`src/rtl/cpu_pkg.sv`:
```
// Shared CPU definitions: opcode map, flag-class decode and datapath defaults.
package cpu_pkg;

  localparam int unsigned DefDataW = 16;
  localparam int unsigned DefRegAw = 4;

  localparam logic [3:0] OP_ADD    = 4'b0000;
  localparam logic [3:0] OP_SUB    = 4'b0001;
  localparam logic [3:0] OP_XOR    = 4'b0010;
  localparam logic [3:0] OP_RED    = 4'b0011;
  localparam logic [3:0] OP_SLL    = 4'b0100;
  localparam logic [3:0] OP_SRA    = 4'b0101;
  localparam logic [3:0] OP_ROR    = 4'b0110;
  localparam logic [3:0] OP_PADDSB = 4'b0111;
  localparam logic [3:0] OP_LW     = 4'b1000;
  localparam logic [3:0] OP_SW     = 4'b1001;
  localparam logic [3:0] OP_LLB    = 4'b1010;
  localparam logic [3:0] OP_LHB    = 4'b1011;
  localparam logic [3:0] OP_B      = 4'b1100;
  localparam logic [3:0] OP_BR     = 4'b1101;
  localparam logic [3:0] OP_PCS    = 4'b1110;
  localparam logic [3:0] OP_HLT    = 4'b1111;

  // ADD/SUB write Z, V and N.
  function automatic logic updates_all_flags(input logic [3:0] op);
    return (op == OP_ADD) || (op == OP_SUB);
  endfunction

  // XOR and the shifters write Z only.
  function automatic logic updates_z_only(input logic [3:0] op);
    return (op == OP_XOR) || (op == OP_SLL) || (op == OP_SRA) || (op == OP_ROR);
  endfunction

endpackage

```
`src/rtl/flag_reg.sv`:
```
// Architectural Z/V/N flag register with opcode-class update decode.
module flag_reg
  import cpu_pkg::*;
#(
  parameter int unsigned DATA_W = DefDataW
) (
  input  logic              clk,
  input  logic              rst_n,
  input  logic              upd_en,
  input  logic [3:0]        opcode,
  input  logic [DATA_W-1:0] result,
  input  logic              ovfl,
  output logic              flag_z,
  output logic              flag_v,
  output logic              flag_n
);

  logic z_q, v_q, n_q;
  logic z_d, v_d, n_d;

  // Next-state: flags written per opcode class only when enabled.
  always_comb begin
    z_d = z_q;
    v_d = v_q;
    n_d = n_q;
    if (upd_en) begin
      if (updates_all_flags(opcode)) begin
        z_d = ~|result;
        v_d = ovfl;
        n_d = result[DATA_W-1];
      end else if (updates_z_only(opcode)) begin
        z_d = ~|result;
      end
    end
  end

  // Flag state with synchronous active-low reset.
  always_ff @(posedge clk) begin
    if (!rst_n) begin
      z_q <= 1'b0;
      v_q <= 1'b0;
      n_q <= 1'b0;
    end else begin
      z_q <= z_d;
      v_q <= v_d;
      n_q <= n_d;
    end
  end

  assign flag_z = z_q;
  assign flag_v = v_q;
  assign flag_n = n_q;

endmodule

```
`src/rtl/ex_mem_stage_reg.sv`:
```
// EX/MEM pipeline register with stall/flush control and the flag register.
module ex_mem_stage_reg
  import cpu_pkg::*;
#(
  parameter int unsigned DATA_W = DefDataW,
  parameter int unsigned REG_AW = DefRegAw
) (
  input  logic              clk,
  input  logic              rst_n,
  input  logic              stall,
  input  logic              flush,
  input  logic              ex_valid,
  input  logic [3:0]        ex_opcode,
  input  logic [DATA_W-1:0] ex_result,
  input  logic              ex_ovfl,
  input  logic [DATA_W-1:0] ex_store_data,
  input  logic [REG_AW-1:0] ex_rd,
  input  logic              ex_regwrite,
  input  logic              ex_memread,
  input  logic              ex_memwrite,
  input  logic              ex_halt,
  output logic              mem_valid,
  output logic [3:0]        mem_opcode,
  output logic [DATA_W-1:0] mem_result,
  output logic [DATA_W-1:0] mem_store_data,
  output logic [REG_AW-1:0] mem_rd,
  output logic              mem_regwrite,
  output logic              mem_memread,
  output logic              mem_memwrite,
  output logic              mem_halt,
  output logic              flag_z,
  output logic              flag_v,
  output logic              flag_n
);

  logic              valid_q;
  logic [3:0]        opcode_q;
  logic [DATA_W-1:0] result_q;
  logic [DATA_W-1:0] store_data_q;
  logic [REG_AW-1:0] rd_q;
  logic              regwrite_q, memread_q, memwrite_q, halt_q;
  logic              load;
  logic              flag_upd;

  assign load     = !flush && !stall;
  assign flag_upd = load && ex_valid;

  // Pipeline register: reset > flush > stall > load. Flush leaves data fields stale.
  always_ff @(posedge clk) begin
    if (!rst_n) begin
      valid_q      <= 1'b0;
      opcode_q     <= '0;
      result_q     <= '0;
      store_data_q <= '0;
      rd_q         <= '0;
      regwrite_q   <= 1'b0;
      memread_q    <= 1'b0;
      memwrite_q   <= 1'b0;
      halt_q       <= 1'b0;
    end else if (flush) begin
      valid_q    <= 1'b0;
      regwrite_q <= 1'b0;
      memread_q  <= 1'b0;
      memwrite_q <= 1'b0;
      halt_q     <= 1'b0;
    end else if (load) begin
      valid_q      <= ex_valid;
      opcode_q     <= ex_opcode;
      result_q     <= ex_result;
      store_data_q <= ex_store_data;
      rd_q         <= ex_rd;
      regwrite_q   <= ex_regwrite & ex_valid;
      memread_q    <= ex_memread & ex_valid;
      memwrite_q   <= ex_memwrite & ex_valid;
      halt_q       <= ex_halt & ex_valid;
    end
  end

  flag_reg #(
    .DATA_W (DATA_W)
  ) u_flag_reg (
    .clk    (clk),
    .rst_n  (rst_n),
    .upd_en (flag_upd),
    .opcode (ex_opcode),
    .result (ex_result),
    .ovfl   (ex_ovfl),
    .flag_z (flag_z),
    .flag_v (flag_v),
    .flag_n (flag_n)
  );

  assign mem_valid      = valid_q;
  assign mem_opcode     = opcode_q;
  assign mem_result     = result_q;
  assign mem_store_data = store_data_q;
  assign mem_rd         = rd_q;
  assign mem_regwrite   = regwrite_q;
  assign mem_memread    = memread_q;
  assign mem_memwrite   = memwrite_q;
  assign mem_halt       = halt_q;

endmodule

```
`config.mk`:
```
export PLATFORM = sky130hd
export DESIGN_NAME = ex_mem_stage_reg
export DESIGN_NICKNAME = d
export VERILOG_FILES = /design/src/rtl/cpu_pkg.sv /design/src/rtl/flag_reg.sv /design/src/rtl/ex_mem_stage_reg.sv
export SDC_FILE = /design/constraint.sdc
export NUM_CORES = 1
export LEC_CHECK = 0
export BUFFER_PORTS_ARGS = -buffer_cell sky130_fd_sc_hd__buf_2
export CAP_MARGIN = 20
export CORE_ASPECT_RATIO = 1.4
export CORE_MARGIN = 1
export CORE_UTILIZATION = 48
export CTS_BUF_LIST = sky130_fd_sc_hd__clkbuf_8
export CTS_CLUSTER_DIAMETER = 40
export CTS_CLUSTER_SIZE = 25
export DETAILED_ROUTE_END_ITERATION = 10
export PLACE_DENSITY = 0.89
export SLEW_MARGIN = 5
export SYNTH_ARGS = -nofsm -noshare
export SYNTH_HDL_FRONTEND = slang
export SYNTH_HIERARCHICAL = 1
export SYNTH_SLANG_ARGS = --single-unit
```
`constraint.sdc`:
```
create_clock -name clk -period 1.7 [get_ports clk]
set_clock_uncertainty 0.15 [all_clocks]
set_input_delay 0.255 -clock clk [delete_from_list [all_inputs] [get_ports clk]]
set_output_delay 0.255 -clock clk [all_outputs]
set_load 0.02 [all_outputs]
```
Word level (Yosys, flattened, before mapping)
Index checks and enable logic that the tools add are counted.
{"block": "classes", "add_sub_neg": 0, "mul": 0, "div": 0, "n_lt_le_gt_ge": 0, "eq_ne": 5, "n_shift": 0, "n_mux": 2, "bitwise_logic": 6, "reduce_logical": 16}
{"operator": "OR reduction 16 bit", "count": 1}
{"operator": "== test 4 x 3 -> 1 bit (second input constant)", "count": 3}
{"operator": "AND reduction 2 bit", "count": 3}
{"operator": "bitwise AND 1 bit", "count": 4}
{"operator": "== test 4 x 1 -> 1 bit (second input constant)", "count": 1}
{"operator": "== test 4 x 2 -> 1 bit (second input constant)", "count": 1}
{"operator": "logical NOT 4 bit", "count": 1}
{"operator": "logical OR 1 bit", "count": 4}
{"operator": "logical NOT 1 bit", "count": 3}
{"operator": "logical AND 1 bit", "count": 2}
{"operator": "two-way mux 1 bit", "count": 2}
{"operator": "inverter 1 bit", "count": 2}
{"operator": "nonzero test 2 bit", "count": 1}
{"operator": "OR reduction 2 bit", "count": 1}
{"block": "word_totals", "ff_bits": 48, "latch_bits": 0, "ramBits": 0, "romBits": 0, "in_bits": 50, "out_inout_bits": 48, "elab_cells": 41, "memories": 0}

Logic depth before layout (Yosys ltp)
Gate-level depths: netlist (run 1).
{"block": "logic_depth", "ltp_word": 6, "ltp_mapped": 7, "ltp_nobuf": 5}

Hierarchy
Netlist (run 1), hierarchy kept.
{"module": "ex_mem_stage_reg", "instances": 1, "cells_each": 206, "area_each_um2": 1904.3, "seq_area_each_um2": 900.9}
{"module": "flag_reg", "instances": 1, "cells_each": 20, "area_each_um2": 183.9, "seq_area_each_um2": 60.1}

Worst setup path after synthesis (run 1)
OpenSTA, ideal clock, no wires.
{"block": "synth_path", "kind": "input -> register", "startpoint": "input port stall", "endpoint": "register u_flag_reg.n_q (netlist: u_flag_reg/flag_n)", "setup_time_ns": 0.116, "t_arrival_ns": 1.299, "required_time_ns": 1.434, "setup_slack_ns": 0.135, "cell_stages": 7, "n_path_buf": 2, "path_cell_list": "buf_6 -> clkbuf_1 -> nand2b_1 -> nor2_1 -> nor4b_4 -> mux2i_1 -> nor2b_1"}
{"block": "synth_via", "elab_chain_len": 4}
{"item": "start, declared", "line_no": "ex_mem_stage_reg.sv:10", "source": "input logic stall,"}
{"item": "logical NOT 1 bit", "line_no": "ex_mem_stage_reg.sv:45", "source": "assign load = !flush && !stall;"}
{"item": "logical AND 1 bit", "line_no": "ex_mem_stage_reg.sv:45"}
{"item": "logical AND 1 bit", "line_no": "ex_mem_stage_reg.sv:46", "source": "assign flag_upd = load && ex_valid;"}
{"item": "named net flag_upd", "line_no": "ex_mem_stage_reg.sv:43", "source": "logic flag_upd;"}
{"item": "AND reduction 2 bit (no line)"}
{"item": "end signal, assigned", "line_no": "flag_reg.sv:46", "source": "n_q <= n_d;"}
{"item": "end, declared", "line_no": "flag_reg.sv:18", "source": "logic z_q, v_q, n_q;"}
The timed path passes the listed nets, and every way through them passes these cells.
A chain may end at the register's enable or synchronous reset.

Worst setup path in the final report (run 1)
{"block": "layout_path", "startpoint": "register result_q[0] (netlist: mem_result[0])", "endpoint": "output port mem_result[0]"}
{"item": "start, declared", "line_no": "ex_mem_stage_reg.sv:38", "source": "logic [DATA_W-1:0] result_q;"}
{"item": "start signal, assigned", "line_no": "ex_mem_stage_reg.sv:69", "source": "result_q <= ex_result;"}
{"item": "end, declared", "line_no": "ex_mem_stage_reg.sv:24", "source": "output logic [DATA_W-1:0] mem_result,"}
No word-level cell between the ends.

==> impl_metrics.ini, run 1 <==
[status]
status = finished, violations left
violations = DRC

[grt]
track_usage_pct = 21.0
antenna_found_initial = 0
overflow = 0
grt_max_degree = 52
grt_pass1_wl_um = 7590
grt_pass1_vias = 1803

[worst_setup_path]
cp_data_arrival_time_ns = 0.80
start_kind = flop
crit_chain = buf_2
crit_path_end_kind = output port
max_stage_delay_ns = 0.34
crit_type = flop to output port
worstPathRequired_ns = 1.29
path_max_fanout = 2
critPathTopFamily = flip-flops
critPathBufInv = 1
cp_slowest_cell = dfxtp_1

[logic_synthesis]
synth-edff-count = 0
post-synth-top-area-fraction_pct = 46.0
synthDistinctLibCells = 22
syn-cell-area_um2 = 2090
yosysMostFrequentCell = dfxtp_1
syn_area_per_cell_um2 = 9.24
synth_area_leaders = dfxtp_1 46%, or3b_1 17%, a21oi_1 11%
async_flop_share_pct = 0
ys_ff_latch = 48
synth_top_cell_by_area = dfxtp_1
yosys-top-cells-count = 48 x dfxtp_1, 46 x a21oi_1, 40 x or3b_1, 24 x o21ai_1, 16 x o21ai_0
syn-num-nets = 276
ys_warn_count = 6
synth-main-ff-cell = dfxtp_1
synth_cells = 226
seq_area_frac_synth_pct = 46.0

[power]
ir_drop_v = 0.000460
intPower_mw = 1.67
power_mw = 2.24
leakage_nw = 1.16
power.density_nw_per_um2 = 851
p_clk_share_pct = 31.8
combPwrFrac_pct = 15.0
power_frac_seq_pct = 53.1
power.share.switching_pct = 25.3
switchingPower_mw = 0.567

[clocking]
cts_buffers = 5
cts_resized = 0
numClockSinks = 48
hold_buffers = 0
clockRootBuffer = clkbuf_8
cts_tree = yes
cts.clk_slew.worst_paths_ns = 0.08
clock_path_buffers = 2
cts_setup_buffers = 0
clkLatencyLatePin_ns = 0.29
htreeDepth = 2

[detailed_routing]
ant_nets = 0
drt_pass1_iterations = 7
avgViaCountPerCell = 5.42
num_vias = 1951
wl_um = 4770
drt-initial-drc-count = 82
routedWlPerCell_um = 13.3
drc = 6

[cells_and_area]
nFillCells = 407
regArea_um2 = 961
final_nets = 365
layout-drive-gt1-share_pct = 35.9
multi_input_area_um2 = 965
antenna_cells = 0
area_delta_synth_final_pct = 25.8

[die]
placementRows = 28
fp.dieArea_um2 = 4620
die_x_um = 57.7
fp.dieH_um = 80.0
core_um2 = 4200
boundaryPins = 98
start_util_pct = 49.7

[place]
detailed_place_hpwl_um = 3550
place_congestion = 0.760
portBuffers = 97

[timing]
layout_min_cycle_time_ns = 1.21
min_period_over_period_pct = 71.2
max_freq_mhz = 827
grt_setup_unrepaired = false
hold_viol = 0
whs_ns = 0.0813
fin_tns_setup_ns = 0
max_slew_margin_pct = 74.1
worst_pin_slew_ns = 0.388
final_max_slew_viol_count = 0
setup_viol = 0

[min_path]
hold_class = input pin to flop

[job]
cap_viol_max_count = 0
==> path summary, 6_finish.rpt <==
kind | to | cells after the start | slack, ns | startpoint
hold reg to reg | mem_memwrite$_SDFFE_PP0P_ | 2 | 0.30 | mem_memwrite$_SDFFE_PP0P_
setup reg to reg | mem_store_data[14]$_SDFFE_PN0P_ | 2 | 0.87 | mem_store_data[14]$_SDFFE_PN0P_
setup / recovery | mem_result[0] | 1 | 0.49 | mem_result[0]$_SDFFE_PN0P_
hold / removal | mem_memwrite$_SDFFE_PP0P_ | 3 | 0.08 | ex_memwrite
==> per-stage QoR <==
stage / instances / setup WS (ns) / util, % / area [um2]
global route: 360 / 0.454 / 62.5 / 2630
finish: 360 / 0.490 / 62.5 / 2630
floorplan: 226 / 0.135 / - / 2090
global placement: 353 / 0.277 / 60.2 / 2530
detailed placement: 353 / 0.227 / 60.2 / 2530
CTS: 360 / 0.473 / 62.5 / 2630
==> layout by cell type (no fill, tap or decap) <==
cell      count
nor2b_1       3
nor4b_4       1
mux2i_1       2
nand3_1       1
nor3b_1       1
o21ai_0      16
a21oi_1      46
inv_1         1
nor2_1        2
clkbuf_8      7
nand2b_1      2
nand2_1       7
or3b_1       40
o21ai_1      24
buf_2        97
dfxtp_1      48
buf_4         8
o21bai_1      1
nand3b_1      4
nand4_1       1
nor4_1        3
==> sequential cells by signal (all words and copies together), names as in the netlist <==
register	flops
mem_halt	1
mem_memread	1
mem_memwrite	1
mem_opcode	4
mem_rd	4
mem_regwrite	1
mem_result	16
mem_store_data	16
mem_valid	1
u_flag_reg/flag_n	1
u_flag_reg/flag_v	1
u_flag_reg/flag_z	1
==> routing by layer <==
metal,global-route usage (%),wire [um]
met5,0,0
met4,10.7,119
met3,4.38,294
met2,37.0,2530
met1,23.6,1830
==> power by group through the flow <==
| stage | registers (mW) | logic (mW) | clock network (mW) |
|---|---|---|---|
| after CTS | 1.19 | 0.339 | 0.734 |
| final | 1.19 | 0.336 | 0.712 |
| after floorplan | 1.27 | 0.159 | 0 |
| after global routing | 1.19 | 0.371 | 0.775 |
| after detailed placement | 1.22 | 0.338 | 0 |
| after global placement | 1.21 | 0.329 | 0 |
==> area by class of cell <==
class	count	share of cell area (%)
Multi-Input combinational cell	154	36.7
Inverter	1	0.143
Clock buffer	7	3.67
Sequential cell	48	36.6
Timing Repair Buffer	105	20.8
Tap cell	45	2.14
==> cell families (layout without fill, tap and decap cells) <==
group	after synthesis	in the layout	share of synthesized area (%)
AOI/OAI and AO/OA	87	87	21.0
buffers and inverters	24	113	7.79
DFF	48	48	46.0
muxes	2	2	0.959
and+or+nand+nor	65	65	24.3
Power figures use the tool's default switching activity.
==> run 2: changes to the inputs <==
--- a/config.mk
+++ b/config.mk
@@ -5,11 +5,12 @@
 export SDC_FILE = /design/constraint.sdc
 export NUM_CORES = 1
 export LEC_CHECK = 0
+export ABC_AREA = 1
 export BUFFER_PORTS_ARGS = -buffer_cell sky130_fd_sc_hd__buf_2
 export CAP_MARGIN = 20
 export CORE_ASPECT_RATIO = 1.4
 export CORE_MARGIN = 1
-export CORE_UTILIZATION = 48
+export CORE_UTILIZATION = 46
 export CTS_BUF_LIST = sky130_fd_sc_hd__clkbuf_8
 export CTS_CLUSTER_DIAMETER = 40
 export CTS_CLUSTER_SIZE = 25
==> constraint.sdc (replaced) <==
create_clock -name clk -period 1.3 [get_ports clk]
set_clock_uncertainty 0.15 [all_clocks]
set_input_delay 0.195 -clock clk [delete_from_list [all_inputs] [get_ports clk]]
set_output_delay 0.195 -clock clk [all_outputs]
set_load 0.02 [all_outputs]
==> impl_metrics.ini, run 2 <==
[min_path]
hold-path-cell-count = 3
hold_class = input pin to flop

[die]
start_util_pct = 48.6
fp.dieArea_um2 = 4180
core_um2 = 3710
die_x_um = 54.9
placementRows = 26
boundaryPins = 98
fp.dieH_um = 76.1

[clocking]
clkLatencyLatePin_ns = 0.30
cts_buffers = 5
numClockSinks = 48
htreeDepth = 2
clock_path_buffers = 2
cts_setup_buffers = 0
cts_tree = yes
clockRootBuffer = clkbuf_8
cts.clk_slew.worst_paths_ns = 0.09

[logic_synthesis]
ys_warn_count = 6
synth_cells = 240
synth-main-ff-cell = dfxtp_1
syn-num-nets = 290
syn_area_per_cell_um2 = 7.51
synth-edff-count = 0
post-synth-top-area-fraction_pct = 53.3
seq_area_frac_synth_pct = 53.3
synthDistinctLibCells = 16
yosysMostFrequentCell = nor2_1
synth_area_leaders = dfxtp_1 53%, nor2_1 20%, o21ai_0 7.8%
ys_ff_latch = 48
yosys-top-cells-count = 97 x nor2_1, 48 x dfxtp_1, 28 x o21ai_0, 20 x nand2_1, 14 x o21ai_1
async_flop_share_pct = 0
syn-cell-area_um2 = 1800
synth_top_cell_by_area = dfxtp_1

[timing]
final_max_slew_viol_count = 0
max_slew_margin_pct = 82.1
max_freq_mhz = 786
min_period_over_period_pct = 97.8
layout_min_cycle_time_ns = 1.27
setup_viol = 0
worst_pin_slew_ns = 0.268
hold_viol = 0
whs_ns = 0.0118

[grt]
overflow = 0
grt_pass1_vias = 1978
grt_pass1_wl_um = 8270
track_usage_pct = 26.8
grt_max_degree = 42
antenna_found_initial = 0

[worst_setup_path]
critPathBufInv = 2
critPathTopFamily = buffers and inverters
crit_path_end_kind = flop
max_stage_delay_ns = 0.54
critical_path_depth = 7
crit_chain = dlygate4sd3_1, buf_2, nor2_2, nand2_1, nor2_2, nand3_1, a21oi_2
path_common_cell = nor2_2
worstPathRequired_ns = 1.39
cp_slowest_cell = dlygate4sd3_1
path_max_fanout = 2
cp_data_arrival_time_ns = 1.36
reg2reg_depth = 2
start_kind = input pin
crit_type = input pin to flop

[cells_and_area]
final_util_pct = 75.2
antenna_cells = 0
fin_area_um2 = 2790
final_common_cell = buf_2
layout-drive-gt1-share_pct = 32.1
final_nets = 418
mostFrequentLayoutCells = 96 x buf_2, 94 x nor2_1, 48 x dfxtp_1
area_delta_synth_final_pct = 54.8

[detailed_routing]
drt-initial-drc-count = 64
num_vias = 1982
wl_um = 5350
drt_pass1_iterations = 5
routedWlPerCell_um = 13.0
avgViaCountPerCell = 4.83
drc = 0
ant_nets = 0

[power]
power.density_nw_per_um2 = 1220
power_mw = 3.40
ir_drop_v = 0.00121
leakage_nw = 1.43

[status]
status = finished, final reports clean

[place]
place_area_um2 = 2310
portBuffers = 97
place_congestion = 0.775
detailed_place_hpwl_um = 3180

[job]
cap_viol_max_count = 0
run 2: cell types whose count changed after synthesis, moves of 7 or more:
cell,delta
nand2_1,+13
or3b_1,-40
o21ai_1,-10
o21ai_0,+12
inv_1,+7
a21oi_1,-43
nor2_1,+95
clkbuf_1,-10
run 2: worst paths after layout:
kind                                                     start                              to  slack [ns]
worst min-delay path                             ex_result[14]     mem_result[14]$_SDFFE_PN0P_        0.01
worst min register to register  u_flag_reg/flag_v$_SDFFE_PN0P_  u_flag_reg/flag_v$_SDFFE_PN0P_        0.30
worst max register to register      mem_opcode[2]$_SDFFE_PN0P_      mem_opcode[2]$_SDFFE_PN0P_        0.45
worst max-delay path                              ex_result[4]  u_flag_reg/flag_z$_SDFFE_PN0P_        0.03
run 2: report_power, final:
| part | switching [mW] | total, mW | leakage, nW | internal (mW) |
|---|---|---|---|---|
| Combinational | 0.329 | 0.580 | 0.967 | 0.251 |
| Sequential | 0.0408 | 1.60 | 0.395 | 1.56 |
| Clock | 0.464 | 1.22 | 0.0642 | 0.757 |
run 2: what timing repair did:
action	in CTS	in global routing
hold buffers	34	0
resized for setup	0	7
endpoints found under the setup margin	0	3
hold endpoints to repair	34	0
run 2: logic make-up after synthesis:
logic type      synth area share [%]
compound gates                  13.0
buf+inv                         6.52
flops                           53.3
simple gates                    27.2
run 2: cell type report:
cell class	instances	area [um2]
Timing Repair Buffer	134	876
Multi-Input combinational cell	171	742
Fill cell	282	918
Tap cell	42	52.6
Clock buffer	5	68.8
Inverter	8	30.0
Clock inverter	2	60.1
Sequential cell	48	961
run 2: routing by layer:
layer / track usage [%] / part of all wire [%]
met4: 10.3 / 2.4
met5: 0 / 0
met2: 49.4 / 54
met3: 5.19 / 6.4
met1: 27.4 / 37
run 2: worst register-to-register path: cells and delay by family (launching register included):
| kind | cells | cell delay, ns |
|---|---|---|
| compound gates | 1 | 0.20 |
| flops | 1 | 0.32 |
| simple gates | 1 | 0.07 |
run 2: per-stage QoR:
stage	cells	TNS (ns)	setup slack (ns)
2_1_floorplan	240	0	0.153
3_3_place_gp	370	0	0.0791
3_5_place_dp	370	0	0.0219
4_1_cts	411	0	0.0190
5_1_grt	410	-0.00883	-0.00883
6_report	410	0	0.0283
